<file path="src/rtl/matrix_scan_ctrl_if.sv">
// Control bundle between the scan sequencer and its upstream/panel side.
// The slave modport is the sequencer; the master modport drives the enables.
interface matrix_scan_ctrl_if #(
    parameter int unsigned COLS  = 32,
    parameter int unsigned ROW_W = 4
);
    localparam int unsigned COL_W = $clog2(COLS);

    logic             en;
    logic             scroll_en;
    logic [COL_W-1:0] col_idx;
    logic             mclk;
    logic             lat;
    logic             oe_n;
    logic [ROW_W-1:0] row_addr;
    logic             shift;
    logic             frame_done;
    logic             busy;

    modport master (
        output en, scroll_en,
        input  col_idx, mclk, lat, oe_n, row_addr, shift, frame_done, busy
    );

    modport slave (
        input  en, scroll_en,
        output col_idx, mclk, lat, oe_n, row_addr, shift, frame_done, busy
    );
endinterface

</file>
<file path="src/rtl/matrix_scan_ctrl.sv">
// RGB matrix scan sequencer: shifts a row, blanks, latches, displays, and
// issues a scroll pulse every SCROLL_FRAMES frames. All outputs are flops.
module matrix_scan_ctrl #(
    parameter int unsigned COLS          = 32,
    parameter int unsigned ROW_W         = 4,
    parameter int unsigned ON_CYCLES     = 64,
    parameter int unsigned SCROLL_FRAMES = 8
) (
    input logic               clk,
    input logic               rst,
    matrix_scan_ctrl_if.slave bus
);
    localparam int unsigned COL_W = $clog2(COLS);
    localparam int unsigned ON_W  = (ON_CYCLES > 1) ? $clog2(ON_CYCLES) : 1;
    localparam int unsigned FR_W  = (SCROLL_FRAMES > 1) ? $clog2(SCROLL_FRAMES) : 1;

    localparam logic [COL_W-1:0] COL_LAST = COL_W'(COLS - 1);
    localparam logic [ON_W-1:0]  ON_LAST  = ON_W'(ON_CYCLES - 1);
    localparam logic [FR_W-1:0]  FR_LAST  = FR_W'(SCROLL_FRAMES - 1);

    typedef enum logic [2:0] {
        IDLE,
        SHIFT_LO,
        SHIFT_HI,
        BLANK,
        LATCH,
        DISPLAY
    } state_e;

    state_e           state_q, state_d;
    logic [COL_W-1:0] col_q, col_d;
    logic [ROW_W-1:0] scan_row_q, scan_row_d;
    logic [ON_W-1:0]  on_cnt_q, on_cnt_d;
    logic [FR_W-1:0]  frame_cnt_q, frame_cnt_d;
    logic [ROW_W-1:0] row_addr_q, row_addr_d;
    logic             mclk_q, mclk_d;
    logic             lat_q, lat_d;
    logic             oe_n_q, oe_n_d;
    logic             shift_q, shift_d;
    logic             frame_done_q, frame_done_d;
    logic             busy_q, busy_d;

    always_comb begin
        state_d      = state_q;
        col_d        = col_q;
        scan_row_d   = scan_row_q;
        on_cnt_d     = on_cnt_q;
        frame_cnt_d  = frame_cnt_q;
        row_addr_d   = row_addr_q;
        shift_d      = 1'b0;
        frame_done_d = 1'b0;

        unique case (state_q)
            IDLE: begin
                if (bus.en) begin
                    state_d    = SHIFT_LO;
                    col_d      = '0;
                    scan_row_d = '0;
                end
            end
            SHIFT_LO: state_d = SHIFT_HI;
            SHIFT_HI: begin
                if (col_q == COL_LAST) begin
                    state_d = BLANK;
                end else begin
                    col_d   = col_q + 1'b1;
                    state_d = SHIFT_LO;
                end
            end
            BLANK: begin
                // row_addr moves on LATCH entry, while the panel is still blanked
                state_d    = LATCH;
                row_addr_d = scan_row_q;
            end
            LATCH: begin
                state_d  = DISPLAY;
                on_cnt_d = '0;
            end
            DISPLAY: begin
                on_cnt_d = on_cnt_q + 1'b1;
                if (on_cnt_q == ON_LAST) begin
                    scan_row_d = scan_row_q + 1'b1;
                    if (scan_row_q == '1) begin
                        frame_done_d = 1'b1;
                        if (frame_cnt_q == FR_LAST) begin
                            frame_cnt_d = '0;
                            shift_d     = bus.scroll_en;
                        end else begin
                            frame_cnt_d = frame_cnt_q + 1'b1;
                        end
                    end
                    if (bus.en) begin
                        state_d = SHIFT_LO;
                        col_d   = '0;
                    end else begin
                        state_d    = IDLE;
                        scan_row_d = '0;
                    end
                end
            end
            default: state_d = IDLE;
        endcase

        // Control outputs are registered from the next state so they line up with it.
        if (state_d == IDLE) begin
            col_d      = '0;
            row_addr_d = '0;
        end
        mclk_d = (state_d == SHIFT_HI);
        lat_d  = (state_d == LATCH);
        oe_n_d = (state_d != DISPLAY);
        busy_d = (state_d != IDLE);
    end

    always_ff @(posedge clk) begin
        if (rst) begin
            state_q      <= IDLE;
            col_q        <= '0;
            scan_row_q   <= '0;
            on_cnt_q     <= '0;
            frame_cnt_q  <= '0;
            row_addr_q   <= '0;
            mclk_q       <= 1'b0;
            lat_q        <= 1'b0;
            oe_n_q       <= 1'b1;
            shift_q      <= 1'b0;
            frame_done_q <= 1'b0;
            busy_q       <= 1'b0;
        end else begin
            state_q      <= state_d;
            col_q        <= col_d;
            scan_row_q   <= scan_row_d;
            on_cnt_q     <= on_cnt_d;
            frame_cnt_q  <= frame_cnt_d;
            row_addr_q   <= row_addr_d;
            mclk_q       <= mclk_d;
            lat_q        <= lat_d;
            oe_n_q       <= oe_n_d;
            shift_q      <= shift_d;
            frame_done_q <= frame_done_d;
            busy_q       <= busy_d;
        end
    end

    assign bus.col_idx    = col_q;
    assign bus.mclk       = mclk_q;
    assign bus.lat        = lat_q;
    assign bus.oe_n       = oe_n_q;
    assign bus.row_addr   = row_addr_q;
    assign bus.shift      = shift_q;
    assign bus.frame_done = frame_done_q;
    assign bus.busy       = busy_q;

endmodule

</file>
<file path="src/flat_wrapper.sv">
// flat-port wrapper written by rule: the top's interface ports become plain ports
module matrix_scan_ctrl_flat 
#(
    parameter int unsigned COLS          = 32,
    parameter int unsigned ROW_W         = 4,
    parameter int unsigned ON_CYCLES     = 64,
    parameter int unsigned SCROLL_FRAMES = 8
)
  (clk, rst, bus_en, bus_scroll_en, bus_col_idx, bus_mclk, bus_lat, bus_oe_n, bus_row_addr, bus_shift, bus_frame_done, bus_busy);
  matrix_scan_ctrl_if #(.COLS(COLS), .ROW_W(ROW_W)) bus_i ();
  input logic clk;
  input logic rst;
  input wire logic [$bits(bus_i.en)-1:0] bus_en;
  input wire logic [$bits(bus_i.scroll_en)-1:0] bus_scroll_en;
  output wire logic [$bits(bus_i.col_idx)-1:0] bus_col_idx;
  output wire logic [$bits(bus_i.mclk)-1:0] bus_mclk;
  output wire logic [$bits(bus_i.lat)-1:0] bus_lat;
  output wire logic [$bits(bus_i.oe_n)-1:0] bus_oe_n;
  output wire logic [$bits(bus_i.row_addr)-1:0] bus_row_addr;
  output wire logic [$bits(bus_i.shift)-1:0] bus_shift;
  output wire logic [$bits(bus_i.frame_done)-1:0] bus_frame_done;
  output wire logic [$bits(bus_i.busy)-1:0] bus_busy;
  assign bus_i.en = bus_en;
  assign bus_i.scroll_en = bus_scroll_en;
  assign bus_col_idx = bus_i.col_idx;
  assign bus_mclk = bus_i.mclk;
  assign bus_lat = bus_i.lat;
  assign bus_oe_n = bus_i.oe_n;
  assign bus_row_addr = bus_i.row_addr;
  assign bus_shift = bus_i.shift;
  assign bus_frame_done = bus_i.frame_done;
  assign bus_busy = bus_i.busy;
  matrix_scan_ctrl #(.COLS(COLS), .ROW_W(ROW_W), .ON_CYCLES(ON_CYCLES), .SCROLL_FRAMES(SCROLL_FRAMES)) u_core (.clk(clk), .rst(rst), .bus(bus_i));
endmodule
</file>
<file path="config.mk">
export PLATFORM = sky130hd
export DESIGN_NAME = matrix_scan_ctrl_flat
export DESIGN_NICKNAME = d
export VERILOG_FILES = /design/src/rtl/matrix_scan_ctrl_if.sv /design/src/rtl/matrix_scan_ctrl.sv /design/src/flat_wrapper.sv
export SDC_FILE = /design/constraint.sdc
export NUM_CORES = 1
export LEC_CHECK = 0
export BUFFER_PORTS_ARGS = -buffer_cell sky130_fd_sc_hd__buf_4
export CAP_MARGIN = 40
export CORE_ASPECT_RATIO = 2
export CORE_MARGIN = 2
export CORE_UTILIZATION = 35
export CTS_CLUSTER_SIZE = 30
export DETAILED_ROUTE_END_ITERATION = 10
export GPL_ROUTABILITY_DRIVEN = 0
export MAX_ROUTING_LAYER = met4
export PLACE_DENSITY_LB_ADDON = 0.2
export SETUP_SLACK_MARGIN = 0.4
export SLEW_MARGIN = 20
export SYNTH_ARGS = -nofsm -noshare
export SYNTH_HDL_FRONTEND = slang
export SYNTH_SLANG_ARGS = --single-unit
export TNS_END_PERCENT = 1
</file>
<file path="constraint.sdc">
create_clock -name clk -period 1.9 [get_ports clk]
set_clock_uncertainty 0.15 [all_clocks]
set_input_delay 0 -clock clk [delete_from_list [all_inputs] [get_ports clk]]
set_output_delay 0 -clock clk [all_outputs]
set_load 0.01 [all_outputs]
</file>
Yosys cells after proc, flatten, opt, wreduce, memory -nomap -nowiden
Cells that the tools add are included.
{"block": "word_totals", "reg_bits": 31, "inputBits": 4, "output_inout_bits": 15, "elab_cells": 63}
{"block": "classes", "addsub": 4, "eq_ne": 15, "muxes": 16, "bitwise_logic": 4, "n_reduce_logical": 12}
{"cell": "$pmux W3 S6", "n": 1}
{"cell": "$mux W5", "n": 3}
{"cell": "$pmux W5 S3", "n": 1}
{"cell": "$eq A3 B3 Y1 const B", "n": 4}
{"cell": "$mux W4", "n": 3}
{"cell": "$pmux W6 S2", "n": 1}
{"cell": "$eq A3 B2 Y1 const B", "n": 3}
{"cell": "$mux W3", "n": 3}
{"cell": "$reduce_and A3 Y1", "n": 3}
{"cell": "$pmux W4 S2", "n": 1}
{"cell": "$add A6 B1 Y6 const B", "n": 1}
{"cell": "$eq A6 B6 Y1 const B", "n": 1}
{"cell": "$logic_not A3 Y1", "n": 2}
{"cell": "$reduce_bool A3 Y1", "n": 2}
{"cell": "$add A5 B1 Y5 const B", "n": 1}
{"cell": "$eq A5 B5 Y1 const B", "n": 1}
{"cell": "$reduce_or A5 Y1", "n": 1}
{"cell": "$add A4 B1 Y4 const B", "n": 1}
{"cell": "$eq A4 B4 Y1 const B", "n": 1}
{"cell": "$ne A2 B2 Y1 const B", "n": 2}
{"cell": "$not A1 Y1", "n": 4}
{"cell": "$reduce_bool A2 Y1", "n": 2}
{"cell": "$add A3 B1 Y3 const B", "n": 1}
{"cell": "$eq A3 B1 Y1 const B", "n": 1}
{"cell": "6 further kinds", "n": 7}

Depth between registers and ports, before layout
{"block": "depth", "depth_word": 5, "mapped_depth": 7, "depth_no_buf": 7}

Worst setup path after synthesis
No wires, ideal clock.
{"block": "synth_path", "kind": "reg-to-reg", "startpoint": "register u_core.col_q[0] (netlist: u_core.bus.col_idx[0])", "endpoint": "register u_core.col_q[2] (netlist: u_core.bus.col_idx[2])", "setup_time_ns": 0.070, "arrival_ns": 1.581, "required_ns": 1.680, "slack_ns": 0.100, "path_stages_with_launch": 8, "path_buffers": 0, "synth_period_minus_slack_ns": 1.800, "path_cell_list": "dfxtp_1 ha_1 and3_1 ha_1 nand2_1 nand3b_1 a211o_1 a21oi_1"}
{"block": "synth_via", "elab_chain_len": 5, "word_cells_on_any_way": 10, "cone_classes": "add/sub (1); eq/ne (2); mux (4); reduce/logical (3)"}
{"item": "from (decl)", "line": "matrix_scan_ctrl.sv:31", "source": "logic [COL_W-1:0] col_q, col_d;"}
{"item": "from (signal assigned)", "line": "matrix_scan_ctrl.sv:131", "source": "col_q <= col_d;"}
{"item": "$eq A5 B5 Y1", "line": "matrix_scan_ctrl.sv:63", "source": "if (col_q == COL_LAST) begin"}
{"item": "$mux W2", "line": "matrix_scan_ctrl.sv:63"}
{"item": "$pmux W3 S6", "line": "matrix_scan_ctrl.sv:53", "source": "unique case (state_q)"}
{"item": "$logic_not A3 Y1", "line": "matrix_scan_ctrl.sv:105", "source": "if (state_d == IDLE) begin"}
{"item": "$reduce_or A2 Y1 (no source line)"}
Several ways; a longest one is shown, not always the timed one. The select of a mux whose other input is x is not followed.
A chain may end at the register's enable or synchronous reset.

Worst setup path in the final report
{"block": "layout_path", "startpoint": "register u_core.col_q[1] (netlist: u_core.bus.col_idx[1])", "endpoint": "register u_core.col_q[2] (netlist: u_core.bus.col_idx[2])"}
The elaborated chain is that of the path after synthesis.

==> flow_summary_export.csv <==
group,metric,value,unit
run_status,status,"finished, final reports clean",
clock_tree,insertion_delay,0.29,ns
route,drt_iter0_drc,36,
final_layout,design_area,1880,µm²
placed_design,placed_cell_area,1720,µm²
grt,grt-ovfl-total,0,
floorplanning,ioPinCount,19,
timing,worst_pin_slew,0.368,ns
route,vias,1251,
critical_path,worstSetupStartpointType,"flip-flop",
route,via_per_inst,5.21,
logic_synthesis,netlist_instances,160,
final_layout,n_antenna_cell,0,
grt,grt_use_met3,3.76,%
logic_synthesis,yosys_warnings,0,
grt,grt_max_degree,22,
clock_tree,htreeDepth,2,
logic_synthesis,synth_area,1460,µm²
grt,antenna_found_initial,0,
critical_path,critPathMaxFanout,6,
logic_synthesis,synth.yosys.seq_area_share,42.6,%
critical_path,cp-endpoint,"u_core.bus.col_idx[2]",
critical_path,cp.required,1.97,ns
worst_hold_path,hold_class,"in -> reg",
critical_path,cp-end-kind,"flip-flop",
job,cap_viol_max_count,0,
floorplanning,die-area,4720,µm²
timing,min_period_over_period,93.1,%
pwr,seqPwrFrac,46.6,%
placed_design,dp_hpwl,2560,µm
logic_synthesis,synth.distinct_cells,44,
pwr,combPwrFrac,6.4,%
logic_synthesis,synth-seq-cells,31,
critical_path,r2r_slack,0.13,ns
final_layout,drive_gt1_share,27.1,%
clock_tree,postCtsSetupBuffers,0,
timing,setup_violations,0,
critical_path,cp.arrival,1.84,ns
pwr,swShare,21.5,%
logic_synthesis,synth_top_area_share,42.6,%
timing,slew_viol_final,0,
timing,fin_setup_tns,0,ns
grt,grt_pass1_wl,5670,µm
floorplanning,fp.dieH,95.2,µm
timing,rsz0062_at_grt,"yes",
critical_path,r2r-start,"u_core.bus.col_idx[1]",
critical_path,startpoint,"u_core.bus.col_idx[1]",
timing,period_needed,1.77,ns
route,drc_errors,0,
route,wire_per_inst,13.8,µm
logic_synthesis,syn_avg_cell_area,9.09,µm²
clock_tree,root_buffer,"clkbuf_8",
clock_tree,cts_sinks,31,
timing,finalHoldViolCount,0,
grt,grt_use_total,16.6,%
route,dr.pass1.iters,4,
logic_synthesis,yosys-top-cells-area,"dfxtp_1 43%, mux2i_1 5.5%, ha_1 5.2%",
final_layout,nets,197,
final_layout,area_delta_synth_final,29.2,%
route,ant_nets,0,
critical_path,r2r_cells,7,
logic_synthesis,syn_nets,170,
critical_path,critical_path_class,"reg -> reg",
logic_synthesis,synth_common_cells,"31 x dfxtp_1, 17 x nor2_1, 12 x a21oi_1, 10 x nand3_1, 8 x mux2i_1",
route,wl,3310,µm
grt,grt_busiest_layer,"met2",
timing,slew_headroom,75.3,%
pwr,power.density,760,nW/µm²
pwr,clkPwrFrac,46.9,%
logic_synthesis,async_flop_share,0,%
floorplanning,coreArea,4050,µm²
logic_synthesis,yosysMostFrequentCell,"dfxtp_1",
floorplanning,dieWidth,49.6,µm
logic_synthesis,synth_edf_count,0,
grt,grt_pass1_vias,1317,
grt,grt_util_met2,31.6,%
floorplanning,initial_core_util,36.0,%
pwr,p_leak,0.733,nW
placed_design,io_buffers,18,
critical_path,reg2reg_to,"u_core.bus.col_idx[2]",
logic_synthesis,ys.flop_type,"dfxtp_1",
timing,fmax,0.565,GHz
pwr,peakVddDrop,0.403,mV
pwr,power,1.43,mW
grt,grt_use_met1,13.5,%
clock_tree,path_clk_slew,0.06,ns
floorplanning,num_rows,33,
pwr,p_int,1.12,mW
clock_tree,cts_tree,"done",
worst_hold_path,worstHoldPathCells,3,
clock_tree,clockBufferDepth,2,
clock_tree,cts_buffers,5,
pwr,p_sw,0.307,mW
logic_synthesis,yosys.area.top_type,"dfxtp_1",
-- power groups by stage --
stage / registers (mW) / logic, mW / clock network [mW]
floorplan: 0.679 / 0.0550 / 0
global placement: 0.681 / 0.0856 / 0
detailed placement: 0.681 / 0.0858 / 0
CTS: 0.666 / 0.0925 / 0.695
global route: 0.667 / 0.101 / 0.720
finish: 0.667 / 0.0917 / 0.671
-- worst max-delay path, cell delays in order, from the launching register on --
cell and delay (ns):
dfxtp_4 0.36, ha_4 0.16, and3_4 0.18, ha_4 0.15, nand2_2 0.06, nand3b_1 0.19, a211o_1 0.31, a21oi_1 0.13
-- state kept, by name, indices dropped and copies added (netlist names) --
signal / flops
u_core.bus.frame_done: 1
u_core.bus.shift: 1
u_core.frame_cnt_q: 3
u_core.bus.row_addr: 4
u_core.bus.mclk: 1
u_core.scan_row_q: 4
u_core.bus.oe_n: 1
u_core.state_q: 3
u_core.on_cnt_q: 6
u_core.bus.busy: 1
u_core.bus.col_idx: 5
u_core.bus.lat: 1
-- logic make-up after synthesis --
family          count (synthesis)  share of synthesized area (%)
compound gates                 33                           15.2
mux                             9                           6.28
simple gates                   69                           27.2
flops                          31                           42.6
fa+ha+maj                       6                           5.16
buf+inv                        12                           3.52
-- metal layers --
layer | vias up | part of all wire [%] | wire, µm
met1 | 578 | 37 | 1210
met5 | - | 0 | 0
met2 | 27 | 57 | 1880
li1 | 634 | - | -
met4 | 0 | 3.6 | 119
met3 | 12 | 2.8 | 93
-- metrics by stage --
| step | hold WS [ns] | std cells | util, % | setup slack (ns) |
|---|---|---|---|---|
| floorplan | 0.00252 | 160 | - | 0.270 |
| global placement | 0.0962 | 229 | 42.6 | 0.0961 |
| detailed placement | 0.0921 | 229 | 42.6 | 0.0177 |
| CTS | 0.00112 | 240 | 46.4 | 0.133 |
| global route | 0.0145 | 240 | 46.5 | 0.0375 |
| finish | 0.0121 | 240 | 46.5 | 0.131 |
-- layout make-up --
type / instances / area [µm²]
inverters: 3 / 11.3
multi-input cells: 117 / 835
clock inverters: 2 / 35.0
fillers: 420 / 2170
clock buffers: 6 / 82.6
flip-flops and latches: 31 / 627
repair buffers: 29 / 225
well taps: 52 / 65.1
-- worst min-delay path by stage --
| stage | from | endpoint | slack (ns) |
|---|---|---|---|
| 6_report | bus_en | u_core.state_q[0] | 0.01 |
| 3_5_place_dp | bus_scroll_en | u_core.bus.shift | 0.09 |
| 5_1_grt | bus_en | u_core.state_q[0] | 0.01 |
| 4_1_cts | bus_en | u_core.state_q[0] | 0.001 |
| 3_3_place_gp | bus_scroll_en | u_core.bus.shift | 0.1 |
| 2_1_floorplan | bus_scroll_en | u_core.bus.shift | 0.003 |
-- repair_timing --
| action | CTS | global route |
|---|---|---|
| pin swaps | 0 | 1 |
| hold endpoints to repair | 19 | 0 |
| hold buffers | 3 | 0 |
| gates resized for setup | 2 | 1 |
| setup endpoints to repair | 24 | 28 |
-- placed cells by master, fill, tap and decap left out, types with 2 or more instances in the layout --
master / instances
dfxtp_2: 2
nand3_1: 10
nand4_1: 2
a211oi_1: 2
ha_4: 2
dfxtp_1: 28
nor3_1: 5
o21ai_0: 4
buf_4: 26
dlygate4sd3_1: 3
nand2_1: 6
ha_1: 3
clkbuf_8: 6
inv_1: 3
nor2_1: 17
nor3b_1: 2
a32oi_1: 2
nand2b_1: 7
nand3b_1: 5
mux2i_1: 8
a31oi_1: 2
a21oi_1: 12
Power figures use the tool's default switching activity.
